===== src/rtl/imem_arb_pkg.sv =====
// Purpose: shared types and constants for the instruction-memory arbiter.
// Latency: n/a (declarations only).
// Backpressure: n/a.
// Contents: requester enum, STARVE_LIMIT default, starvation counter width.
package imem_arb_pkg;

  // Which requester owns the memory address bus this cycle.
  typedef enum logic [1:0] {
    REQ_NONE  = 2'd0,
    REQ_FETCH = 2'd1,
    REQ_DEBUG = 2'd2
  } req_sel_e;

  // Consecutive denied debug cycles tolerated before debug is forced through.
  localparam int STARVE_LIMIT_DEF = 4;

  // Counter width; holds any limit in 1..15.
  localparam int STARVE_CNT_W = 4;

endpackage


===== src/rtl/imem_arb_starve.sv =====
// Purpose: saturating count of denied debug-request cycles and the force-grant flag.
// Latency: count updates one cycle after the request/grant it observes; override is combinational in d_req_i.
// Backpressure: none; it only observes the request/grant handshake.
// Ports:
//   clk, reset  - clock and synchronous active-high reset
//   d_req_i     - debug request level
//   d_gnt_i     - debug grant issued this cycle
//   override_o  - debug must win arbitration this cycle
module imem_arb_starve
  import imem_arb_pkg::*;
#(
  parameter int LIMIT = STARVE_LIMIT_DEF
) (
  input  logic clk,
  input  logic reset,
  input  logic d_req_i,
  input  logic d_gnt_i,
  output logic override_o
);

  localparam logic [STARVE_CNT_W-1:0] LIMIT_C = STARVE_CNT_W'(LIMIT);

  logic [STARVE_CNT_W-1:0] cnt_q;
  logic [STARVE_CNT_W-1:0] cnt_d;

  // Override only matters while debug is still asking; a stale saturated
  // count with d_req low must not steal the bus from fetch.
  assign override_o = d_req_i && (cnt_q == LIMIT_C);

  always_comb begin
    cnt_d = cnt_q;
    if (!d_req_i || d_gnt_i) begin
      // A drop or a win both end the current wait.
      cnt_d = '0;
    end else if (cnt_q != LIMIT_C) begin
      cnt_d = cnt_q + 1'b1;
    end
  end

  always_ff @(posedge clk) begin
    if (reset) begin
      cnt_q <= '0;
    end else begin
      cnt_q <= cnt_d;
    end
  end

endmodule


===== src/rtl/imem_arb.sv =====
// Purpose: two-port arbiter (fetch priority, debug anti-starvation) in front of a combinational instruction memory.
// Latency: grant and ia are combinational; read data and valid appear exactly one cycle after the grant.
// Backpressure: requesters hold req until gnt; responses are single-cycle pulses with no stall.
// Ports:
//   clk, reset              - clock and synchronous active-high reset
//   f_req/f_addr/f_gnt      - fetch request, byte address, accept strobe
//   f_valid/f_data          - fetch response
//   d_req/d_addr/d_gnt      - debug/loader request, byte address, accept strobe
//   d_valid/d_data          - debug response
//   ia/id                   - memory address out, memory data in (combinational in ia)
module imem_arb
  import imem_arb_pkg::*;
#(
  parameter int STARVE_LIMIT = STARVE_LIMIT_DEF
) (
  input  logic        clk,
  input  logic        reset,
  input  logic        f_req,
  input  logic [31:0] f_addr,
  output logic        f_gnt,
  output logic        f_valid,
  output logic [31:0] f_data,
  input  logic        d_req,
  input  logic [31:0] d_addr,
  output logic        d_gnt,
  output logic        d_valid,
  output logic [31:0] d_data,
  output logic [31:0] ia,
  input  logic [31:0] id
);

  logic     override;
  req_sel_e sel;

  logic        f_vld_q, f_vld_d;
  logic [31:0] f_dat_q, f_dat_d;
  logic        d_vld_q, d_vld_d;
  logic [31:0] d_dat_q, d_dat_d;

  imem_arb_starve #(
    .LIMIT (STARVE_LIMIT)
  ) u_starve (
    .clk        (clk),
    .reset      (reset),
    .d_req_i    (d_req),
    .d_gnt_i    (d_gnt),
    .override_o (override)
  );

  // Fetch wins unless debug has waited long enough; nothing is granted in reset.
  always_comb begin
    sel = REQ_NONE;
    if (!reset) begin
      if (d_req && (!f_req || override)) begin
        sel = REQ_DEBUG;
      end else if (f_req) begin
        sel = REQ_FETCH;
      end
    end
  end

  assign f_gnt = (sel == REQ_FETCH);
  assign d_gnt = (sel == REQ_DEBUG);

  // Idle bus parks on the fetch address so the next fetch sees no extra mux delay.
  assign ia = (sel == REQ_DEBUG) ? d_addr : f_addr;

  // Capture the memory word for whoever was granted; the other port's data holds.
  always_comb begin
    f_vld_d = f_gnt;
    f_dat_d = f_gnt ? id : f_dat_q;
    d_vld_d = d_gnt;
    d_dat_d = d_gnt ? id : d_dat_q;
  end

  always_ff @(posedge clk) begin
    if (reset) begin
      f_vld_q <= 1'b0;
      f_dat_q <= '0;
      d_vld_q <= 1'b0;
      d_dat_q <= '0;
    end else begin
      f_vld_q <= f_vld_d;
      f_dat_q <= f_dat_d;
      d_vld_q <= d_vld_d;
      d_dat_q <= d_dat_d;
    end
  end

  // Outputs are masked while reset is high so a response launched by the
  // last pre-reset grant never reaches the port.
  assign f_valid = f_vld_q && !reset;
  assign f_data  = reset ? '0 : f_dat_q;
  assign d_valid = d_vld_q && !reset;
  assign d_data  = reset ? '0 : d_dat_q;

endmodule


===== config.mk =====
export PLATFORM = sky130hd
export DESIGN_NAME = imem_arb
export DESIGN_NICKNAME = d
export VERILOG_FILES = /design/src/rtl/imem_arb_pkg.sv /design/src/rtl/imem_arb_starve.sv /design/src/rtl/imem_arb.sv
export SDC_FILE = /design/constraint.sdc
export NUM_CORES = 1
export LEC_CHECK = 0
export ABC_AREA = 1
export CAP_MARGIN = 20
export CORE_MARGIN = 8
export CORE_UTILIZATION = 30
export DETAILED_ROUTE_END_ITERATION = 8
export PLACE_DENSITY = 0.64
export SYNTH_ARGS = -nofsm -noshare
export SYNTH_HDL_FRONTEND = slang
export SYNTH_SLANG_ARGS = --single-unit

===== constraint.sdc =====
create_clock -name clk -period 1.43 [get_ports clk]
set_input_delay 0.286 -clock clk [delete_from_list [all_inputs] [get_ports clk]]
set_output_delay 0.286 -clock clk [all_outputs]
set_load 0.01 [all_outputs]

==> flow_metrics.py <==
metrics = {
    "run_status": {
        "status": "finished, violations left",
        "failed_checks": "setup timing",
    },
    "clocking": {
        "cts.sinks": 70,
        "cts_tree": "done",
        "cts_buffers": 9,
        "cts_root_buf": "clkbuf_16",
        "holdBufCountCts": 0,
        "htreeDepth": 3,
        "cts_buffer_depth": 2,
        "clkTransAtPathRegs_ns": 0.05,
        "clock_latency_ns": 0.32,
    },
    "synth": {
        "synth_area_sq_um": 3496,
        "syn_inst": 559,
        "syn_area_per_cell_sq_um": 6.254,
        "synthDistinctLibCells": 18,
        "ys_warn_count": 0,
        "ys_seq_area_frac": 0.4009,
        "ys_ff_latch": 70,
        "syn_nets": 661,
    },
    "cells_and_area": {
        "fillers": 985,
        "utilization": 0.6435,
        "area_growth_pct": 110.2,
        "fin_cells": 969,
        "final_nets": 924,
        "drive_above_1_share": 0.4068,
        "diodes": 0,
    },
    "route": {
        "drt_wl_total_microns": 17130,
        "via_per_inst": 4.725,
        "first_iter_violations": 178,
        "vias": 4579,
        "ant_nets": 0,
        "post_drt_wl_per_cell_microns": 17.67,
        "drt-pass1-iter-count": 4,
        "drc": 0,
    },
    "global_route": {
        "grt_use_total": 0.1877,
        "grt_pass1_wl_microns": 22510,
        "antenna_found_initial": 0,
        "grt_pass1_vias": 4344,
        "grt_max_degree": 35,
        "overflow": 0,
    },
    "sta": {
        "post-route-min-period_ns": 2.008,
        "rsz0062_at_grt": "true",
        "max_slew_margin": 0.7498,
        "maxSlewViolCount": 0,
        "holdWs_ns": 0.5138,
        "skew_ns": 0.003739,
        "timing.fmax_mhz": 498.0,
        "worst_slew_pin_slew_ns": 0.3752,
        "hold_violations": 0,
        "setup_violations": 92,
        "period_share": 1.404,
        "finalWorstSetupSlack_ns": -0.5779,
    },
    "worst_setup_path": {
        "critical_path_arrival_ns": 1.72,
        "crit_path_start_kind": "register",
        "path_class": "register to output pin",
        "crit_required_ns": 1.14,
        "critPathMaxStageDelay_ns": 0.34,
        "path_cells": "inv_2 > ha_4 > nand3_4 > nand2_4 > buf_12 > buf_8 > clkbuf_16 > nand3_4 > nand2_2 > buf_6",
        "cp_max_fo": 5,
        "crit_path_top_delay_cell": "dfxtp_2",
        "cp-end-kind": "output pin",
        "crit_top_cell": "nand3_4",
    },
    "floorplan": {
        "die-area_sq_um": 15360,
        "row_count": 39,
        "initial_core_util": 0.3062,
        "die_h_microns": 124.0,
        "ioPinCount": 200,
        "die_x_microns": 124.0,
        "core_sq_um": 11420,
    },
    "power_and_ir_drop": {
        "power.density_nw_per_um2": 812.0,
        "p_leak_nw": 3.529,
        "total_power_mw": 5.967,
        "vdd_drop_max_mv": 0.6952,
    },
    "placement": {
        "dpl_worst_slack_ns": -0.8230,
        "gp_congestion": 0.7984,
        "port_buffers": 199,
        "place_inst": 922,
        "hpwl_microns": 10070,
    },
    "worst_hold_path": {
        "min-delay-path-class": "register to register",
    },
    "flow_run": {
        "max-cap-violations": 0,
    },
}
report_power, final:
group	internal, mW	switching (mW)	leakage, nW
registers	2.07	0.0317	0.577
logic	0.838	0.723	2.81
clock network	1.51	0.788	0.146
per-layer routing:
| metal | GRT usage | vias up | wire length [microns] |
|---|---|---|---|
| met5 | 0 | - | 0 |
| met4 | 0.03569 | 0 | 245 |
| met3 | 0.05893 | 16 | 1609 |
| met2 | 0.3368 | 182 | 8615 |
| met1 | 0.2154 | 2153 | 6654 |
| li1 | - | 2228 | - |
through the flow:
stage / TNS, ns / cell area [sq um]
2_1_floorplan: 0 / 3600
3_3_place_gp: -64.46 / 6036
3_5_place_dp: -66.24 / 6036
4_1_cts: -20.99 / 6718
5_1_grt: -28.97 / 7348
6_report: -23.61 / 7348
final timing paths:
check | start | to | slack [ns] | cells past startpoint
min reg2reg | f_dat_q[0] | f_dat_q[0] | 0.51 | 4
max reg2reg | u_starve.cnt_q[1] | d_dat_q[17] | -0.23 | 11
max | u_starve.cnt_q[1] | ia[5] | -0.58 | 10
min | f_dat_q[0] | f_dat_q[0] | 0.51 | 4
cell usage in the layout (no fill, tap or decap), drive strengths merged, types with 2 or more instances in the layout:
cell,count
nand2,198
buf,143
nand3,98
clkdlybuf4s50,96
inv,75
nor2,72
dfxtp,70
clkbuf,38
dlygate4sd2,14
clkdlybuf4s15,10
o21ai,2
bufinv,2
nand4,2
ha,2
cell families (layout without fill, tap and decap cells):
group,Yosys count,count (layout),share of synthesized area
and+or+nand+nor,370,370,0.4392
buffers and inverters,113,380,0.1460
DFF,70,70,0.4009
AOI/OAI and AO/OA,3,3,0.004294
adders and majority gates,2,2,0.007157
xor gates and xnor gates,1,1,0.002506
final cells by class:
type | count | area [sq um] | area share
multi-input combinational | 376 | 2192 | 0.2983
inverter | 75 | 284.0 | 0.03865
clock inverter | 4 | 72.57 | 0.009876
timing repair buffer | 290 | 2984 | 0.4061
clock buffer | 11 | 232.7 | 0.03167
sequential | 70 | 1404 | 0.1910
tap | 143 | 178.9 | 0.02435
synth_stat cells:
master	n	area, sq um
nand2_2	1	6.260
buf_6	5	56.30
buf_2	18	90.09
o21ai_0	2	10.01
xnor2_1	1	8.760
buf_4	7	52.55
nand2_1	197	739.5
dfxtp_1	70	1401
ha_1	2	25.02
inv_1	75	281.5
nand3_1	97	485.5
nor2_1	70	262.8
a21oi_1	1	5.000
nor2_2	2	12.51
nand4_1	1	6.260
nand3_2	1	10.01
clkbuf_1	8	30.03
nand4_2	1	12.51
worst max-delay path, delay by kind of cell (launching register included):
family / cells / cell delay, ns
simple gates: 4 / 0.28
buf+inv: 5 / 0.60
fa+ha+maj: 1 / 0.16
flops: 1 / 0.34
what timing repair did:
action	CTS	global route
gates cloned	9	10
gates resized for setup	347	186
buffers inserted	6	8
endpoints found under the setup margin	130	129
pin swaps	3	44
registers in the layout, summed over array words and instances (netlist names):
| signal | flops |
|---|---|
| u_starve.cnt_q | 4 |
| f_vld_q | 1 |
| d_dat_q | 32 |
| d_vld_q | 1 |
| f_dat_q | 32 |
Note: power is estimated with default switching activity, not from simulation.
